[config.mk]
export PLATFORM = sky130hd
export DESIGN_NAME = capture_sequencer
export DESIGN_NICKNAME = d
export VERILOG_FILES = /design/src/rtl/capture_sequencer_pkg.sv /design/src/rtl/capture_sequencer_auto_trig_timer.sv /design/src/rtl/capture_sequencer.sv
export SDC_FILE = /design/constraint.sdc
export NUM_CORES = 1
export LEC_CHECK = 0
export CORE_AREA = 2 2 98 100
export CTS_CLUSTER_DIAMETER = 60
export DETAILED_ROUTE_END_ITERATION = 6
export DIE_AREA = 0 0 100 102
export GPL_TIMING_DRIVEN = 0
export MAX_ROUTING_LAYER = met4
export PLACE_DENSITY = 0.75
export SETUP_SLACK_MARGIN = 0.4
export SLEW_MARGIN = 20
export SYNTH_ARGS = -nofsm -noshare
export SYNTH_HDL_FRONTEND = slang
export SYNTH_HIERARCHICAL = 1
export SYNTH_SLANG_ARGS = --single-unit
export TNS_END_PERCENT = 5
[constraint.sdc]
create_clock -name CLK -period 2.6 [get_ports CLK]
set_clock_uncertainty 0.05 [all_clocks]
set_input_delay 0.52 -clock CLK [delete_from_list [all_inputs] [get_ports CLK]]
set_output_delay 0.52 -clock CLK [all_outputs]
set_load 0.1 [all_outputs]
[src/rtl/capture_sequencer_pkg.sv]
// capture_sequencer_pkg: shared state encoding and default address width
package capture_sequencer_pkg;
  localparam int ADDR_W_DEF = 18;
  typedef enum logic [2:0] {
    S_IDLE     = 3'd0,
    S_PRE_CLR  = 3'd1,
    S_PRE      = 3'd2,
    S_ARMED    = 3'd3,
    S_POST_CLR = 3'd4,
    S_POST     = 3'd5,
    S_DONE     = 3'd6
  } state_t;
endpackage

[src/rtl/capture_sequencer_auto_trig_timer.sv]
// auto_trig_timer: counts enabled sample strobes and pulses on the last one before a forced trigger
module auto_trig_timer #(
  parameter int AUTO_W = 20,
  parameter logic [AUTO_W-1:0] AUTO_LEN = 20'd100000
) (
  input  logic CLK,
  input  logic RST,
  input  logic clr,
  input  logic en,
  output logic tc
);
  logic [AUTO_W-1:0] cnt;
  assign tc = en && cnt == AUTO_LEN - 1'b1;
  // timeout count, restarted on arm and after each terminal pulse
  always_ff @(posedge CLK or posedge RST)
    if (RST) cnt <= '0;
    else if (clr || tc) cnt <= '0;
    else if (en) cnt <= cnt + 1'b1;
endmodule

[src/rtl/capture_sequencer.sv]
// capture_sequencer: runs the pre-trigger and post-trigger windows of one acquisition frame
module capture_sequencer
  import capture_sequencer_pkg::*;
#(
  parameter int ADDR_W = ADDR_W_DEF,
  parameter int AUTO_W = 20,
  parameter logic [AUTO_W-1:0] AUTO_LEN = 20'd100000
) (
  input  logic              CLK,
  input  logic              RST,
  input  logic              CLK_EN,
  input  logic              START,
  input  logic              ABORT,
  input  logic              AUTO_MODE,
  input  logic              TRIG_IN,
  input  logic [17:0]       PRE_DATA,
  input  logic [17:0]       POST_DATA,
  input  logic              WIN_READY,
  output logic [17:0]       WIN_DATA,
  output logic              WIN_START,
  output logic              WIN_EVENT,
  output logic              WR_EN,
  output logic [ADDR_W-1:0] WR_ADDR,
  output logic [ADDR_W-1:0] TRIG_ADDR,
  output logic              BUSY,
  output logic              DONE,
  output logic              TRIG_FORCED,
  output logic [2:0]        STATE
);
  state_t state, nxt;
  logic arm, hit, tmo, fire;
  assign STATE     = state;
  assign arm       = START && (state == S_IDLE || state == S_DONE);
  assign WR_EN     = CLK_EN && !ABORT && (state inside {S_PRE, S_ARMED, S_POST_CLR, S_POST});
  assign WIN_EVENT = CLK_EN && (state == S_PRE || state == S_POST);
  assign hit       = state == S_ARMED && CLK_EN && TRIG_IN;
  assign fire      = hit || tmo;
  auto_trig_timer #(.AUTO_W(AUTO_W), .AUTO_LEN(AUTO_LEN)) u_tmr (
    .CLK (CLK),
    .RST (RST),
    .clr (arm),
    .en  (state == S_ARMED && CLK_EN && AUTO_MODE),
    .tc  (tmo)
  );
  // next state: abort first, then arm, then window/trigger progression
  always_comb
    nxt = ABORT                          ? S_IDLE     :
          arm                            ? S_PRE_CLR  :
          state == S_PRE_CLR             ? S_PRE      :
          state == S_PRE && WIN_READY    ? S_ARMED    :
          state == S_ARMED && fire       ? S_POST_CLR :
          state == S_POST_CLR            ? S_POST     :
          state == S_POST && WIN_READY   ? S_DONE     : state;
  // state register, registered window controls, write address and trigger latch
  always_ff @(posedge CLK or posedge RST)
    if (RST) begin
      state       <= S_IDLE;
      WIN_DATA    <= '0;
      WIN_START   <= 1'b0;
      WR_ADDR     <= '0;
      TRIG_ADDR   <= '0;
      TRIG_FORCED <= 1'b0;
      BUSY        <= 1'b0;
      DONE        <= 1'b0;
    end else begin
      state     <= nxt;
      WIN_START <= nxt inside {S_PRE, S_ARMED, S_POST};
      BUSY      <= !(nxt inside {S_IDLE, S_DONE});
      DONE      <= nxt == S_DONE;
      if (arm && !ABORT) begin
        WIN_DATA    <= PRE_DATA;
        WR_ADDR     <= '0;
        TRIG_FORCED <= 1'b0;
      end else if (WR_EN) WR_ADDR <= WR_ADDR + 1'b1;
      if (fire && !ABORT) begin
        TRIG_ADDR   <= WR_ADDR;
        WIN_DATA    <= POST_DATA;
        TRIG_FORCED <= !hit;
      end
    end
endmodule
==> impl_metrics.ini <==
[synthesis]
synth-seq-cells = 81
synth.net_count = 413
synthesis.area_per_instance_um2 = 10.66
synth_top_flop_cell = sky130_fd_sc_hd__dfrtp_1
synth_sequential_area_ratio_pct = 51.79
ys_async_sr_fraction_pct = 100.0
synth_cell_type_count = 49
number_of_enable_type_register_cells_in_the_synthesized_netlist = 0
synth_warnings = 6
post_synth_instance_area_um2 = 3914
netlist_instances = 367

[timing]
final_worst_path_cycle_share_pct = 94.93
slew_headroom_pct = 31.26
rsz0062_at_grt = yes
slew_violations = 0
timing.final.ws_setup_ns = 0.1317
fin_crit_ns = 2.468
tightest_slew_ns = 1.028
hold_viol_final = 0
worst_hold_slack_ns = 0.4566
max_freq_mhz = 405.1
setup_failing_eps_final = 0

[critical_path]
worstPathRequired_ns = 2.03
worstSetupStartpointType = register
crit_family = buffers and inverters
critical_path.slowest_cell = sky130_fd_sc_hd__clkdlybuf4s50_1
crit_path_end_kind = primary output
cp_cell_sequence = clkdlybuf4s50_1
crit_type = reg -> out
arrival_ns = 1.90
critical_path.max_fanout = 4
worst-path-buf-inv = 1
critical_path.max_stage_delay_ns = 1.15

[clock_tree]
cts.sinks = 81
worst_setup_hold_path_clk_slew_ns = 0.09
clock_tree_from_tritoncts = done
clk_path_buf_depth = 2
clock-root-buffer = sky130_fd_sc_hd__clkbuf_8
clkLatencyLatePin_ns = 0.36
cts_made_buffers = 9
clock_h_tree_levels = 3

[hold_path]
hold_path_class = in -> async

[grt]
grt_pass1_vias = 3498
grt_antenna_before_repair = 0
first_pass_grt_wire_length_um = 17320
grt_max_degree = 37
grt.total_usage_pct = 22.29
grt_overflow = 0

[floorplan]
die_y_um = 102
fp.dieW_um = 100
fp-row-count = 35
floorplan.initialDensity_pct = 42.97
design.portCount = 107
coreArea_um2 = 9109
floorplan.die_area_um2 = 10200

[cells_and_area]
finalInstanceArea_um2 = 5743
fin_util_pct = 63.05
antenna_cells = 0
fillers = 729
mostFrequentLayoutCell = sky130_fd_sc_hd__clkdlybuf4s50_1
layout_common_cells = sky130_fd_sc_hd__clkdlybuf4s50_1, sky130_fd_sc_hd__dfrtp_1, sky130_fd_sc_hd__nor2_1, sky130_fd_sc_hd__dlygate4sd2_1
fin_nets = 550
post_route_cells_drive_above_1_share_pct = 20.63
area.growth.synth_to_final_pct = 46.74

[routing]
final_antenna_net_count = 0
route.final.wire_length_um = 10580
via_count = 3488
drt_drc_violations_left = 0
vias_per_cell = 5.626
drt_pass1_iterations = 5
drt-initial-drc-count = 151
wl_cell_um = 17.06

[place]
detailedPlacementHpwl_um = 7325
port_buffers = 105
placed_area_um2 = 5196
gpl_wtd_cong = 0.9399
placement.setup.worst_slack_ns = -0.6523

[power_and_ir_drop]
p_int_mw = 2.228
p_seq_share_pct = 39.2
share_comb_of_total_power_pct = 31.2
fraction_of_power_spent_switching_nets_pct = 37.00
vdd_drop_max_mv = 0.5840
power-per-cell-area_nw_per_um2 = 615.8
power_frac_clock_pct = 29.7
switching_power_mw = 1.309
p_leak_nw = 2.466

[outcome]
status = completed

[job]
cap_violations = 0
[state kept, by name, summed over array words and instances, names as in the netlist]
name and count:
WIN_DATA 18, WR_ADDR 18, TRIG_FORCED 1, u_tmr/cnt 20, STATE 3, TRIG_ADDR 18, WIN_START 1, BUSY 1
DONE 1
[Yosys cell counts, types with 2 or more instances]
master	instances	area share, %
sky130_fd_sc_hd__dfrtp_1	81	52
sky130_fd_sc_hd__nor2_1	27	2.6
sky130_fd_sc_hd__mux2_2	18	5.2
sky130_fd_sc_hd__nand2_1	18	1.7
sky130_fd_sc_hd__o22ai_1	18	2.9
sky130_fd_sc_hd__a21oi_1	17	2.2
sky130_fd_sc_hd__a2bb2oi_1	17	3.8
sky130_fd_sc_hd__nand3_1	15	1.9
sky130_fd_sc_hd__nand4_1	15	2.4
sky130_fd_sc_hd__mux2i_1	10	2.6
sky130_fd_sc_hd__o21ai_0	10	1.3
sky130_fd_sc_hd__xor2_1	10	2.2
sky130_fd_sc_hd__clkbuf_1	9	0.86
sky130_fd_sc_hd__xnor2_1	9	2.0
sky130_fd_sc_hd__nor4_1	8	1.3
sky130_fd_sc_hd__buf_2	7	0.90
sky130_fd_sc_hd__inv_1	6	0.58
sky130_fd_sc_hd__or4_1	6	1.2
sky130_fd_sc_hd__and4_1	5	1.1
sky130_fd_sc_hd__nand2b_1	5	0.80
sky130_fd_sc_hd__nor3_1	5	0.64
sky130_fd_sc_hd__o31ai_1	5	0.96
sky130_fd_sc_hd__or3_1	5	0.80
sky130_fd_sc_hd__and2_1	4	0.64
sky130_fd_sc_hd__and3_1	4	0.64
sky130_fd_sc_hd__nand3b_1	3	0.58
sky130_fd_sc_hd__nor4b_1	3	0.67
sky130_fd_sc_hd__buf_1	2	0.19
sky130_fd_sc_hd__ha_1	2	0.64
sky130_fd_sc_hd__nor2b_1	2	0.32
sky130_fd_sc_hd__nor3b_1	2	0.38
sky130_fd_sc_hd__o21a_1	2	0.38
[timing repair]
| item | CTS | global route |
|---|---|---|
| buffers inserted | 13 | 5 |
| setup endpoints to repair | 133 | 139 |
| hold buffers | 0 | 0 |
| pin swaps | 3 | 1 |
| gates cloned | 2 | 0 |
| gates resized for setup | 60 | 17 |
[power by group through the flow]
stage | Sequential (mW) | Clock, mW | Combinational, mW
5_1_grt | 1.39 | 1.13 | 1.14
3_3_place_gp | 1.40 | 0 | 1.03
6_report | 1.39 | 1.05 | 1.10
3_5_place_dp | 1.40 | 0 | 1.04
4_1_cts | 1.38 | 1.07 | 1.08
2_1_floorplan | 1.95 | 0 | 0.197
[worst paths after layout]
kind                                      startpoint                   endpoint  slack [ns]  depth (start not counted)
setup reg to reg                  STATE[0]$_DFF_PP0_    WIN_DATA[7]$_DFFE_PP0P_        0.17                         12
setup / recovery             WR_ADDR[17]$_DFFE_PP0P_                WR_ADDR[17]        0.13                          1
max in group asynchronous                        RST  u_tmr/cnt[13]$_DFFE_PP0P_        1.36                          2
hold / removal                                   RST   TRIG_ADDR[1]$_DFFE_PP0P_        0.46                          2
hold reg to reg            TRIG_ADDR[17]$_DFFE_PP0P_  TRIG_ADDR[17]$_DFFE_PP0P_        0.46                          1
min in group CLK           TRIG_ADDR[17]$_DFFE_PP0P_  TRIG_ADDR[17]$_DFFE_PP0P_        0.46                          1
[layer usage]
metal  wire, um  GRT usage [%]  vias to the layer above  part of all wire, %
li1           -              -                     1643                    -
met1       4581          27.31                     1719                   43
met2       5389          37.73                      106                   51
met3        358          2.941                       20                  3.4
met4        248          8.746                        0                  2.3
met5          0              -                        -                    0
[metrics by stage]
| step | setup TNS, ns | power (mW) | cells |
|---|---|---|---|
| 2_1_floorplan | -4.597 | 2.150 | 367 |
| 3_3_place_gp | -61.83 | 2.433 | 583 |
| 3_5_place_dp | -25.42 | 2.448 | 584 |
| 4_1_cts | 0 | 3.530 | 615 |
| 5_1_grt | 0 | 3.664 | 620 |
| 6_report | 0 | 3.537 | 620 |
[kinds of logic after synthesis]
| family | Yosys count | share of synthesized area [%] |
|---|---|---|
| XOR/XNOR | 20 | 4.668 |
| multiplexers | 28 | 7.737 |
| flip-flops | 81 | 51.79 |
| AND/OR/NAND/NOR | 133 | 19.05 |
| buffers and inverters | 26 | 2.813 |
| AO/OA/AOI/OAI | 77 | 13.30 |
| adder cells (fa/ha/maj) | 2 | 0.6393 |
[final cells by class]
type | instances | area (um^2) | share of cell area [%]
plain buffers | 19 | 157.7 | 2.745
clock buffers | 10 | 137.6 | 2.397
clock inverters | 6 | 90.09 | 1.569
inverters | 7 | 28.78 | 0.5011
multi-input cells | 260 | 1931 | 33.62
flip-flops and latches | 81 | 2031 | 35.36
well taps | 111 | 138.9 | 2.418
repair buffers | 126 | 1229 | 21.39
No activity file was read; power rests on OpenSTA's default activity.
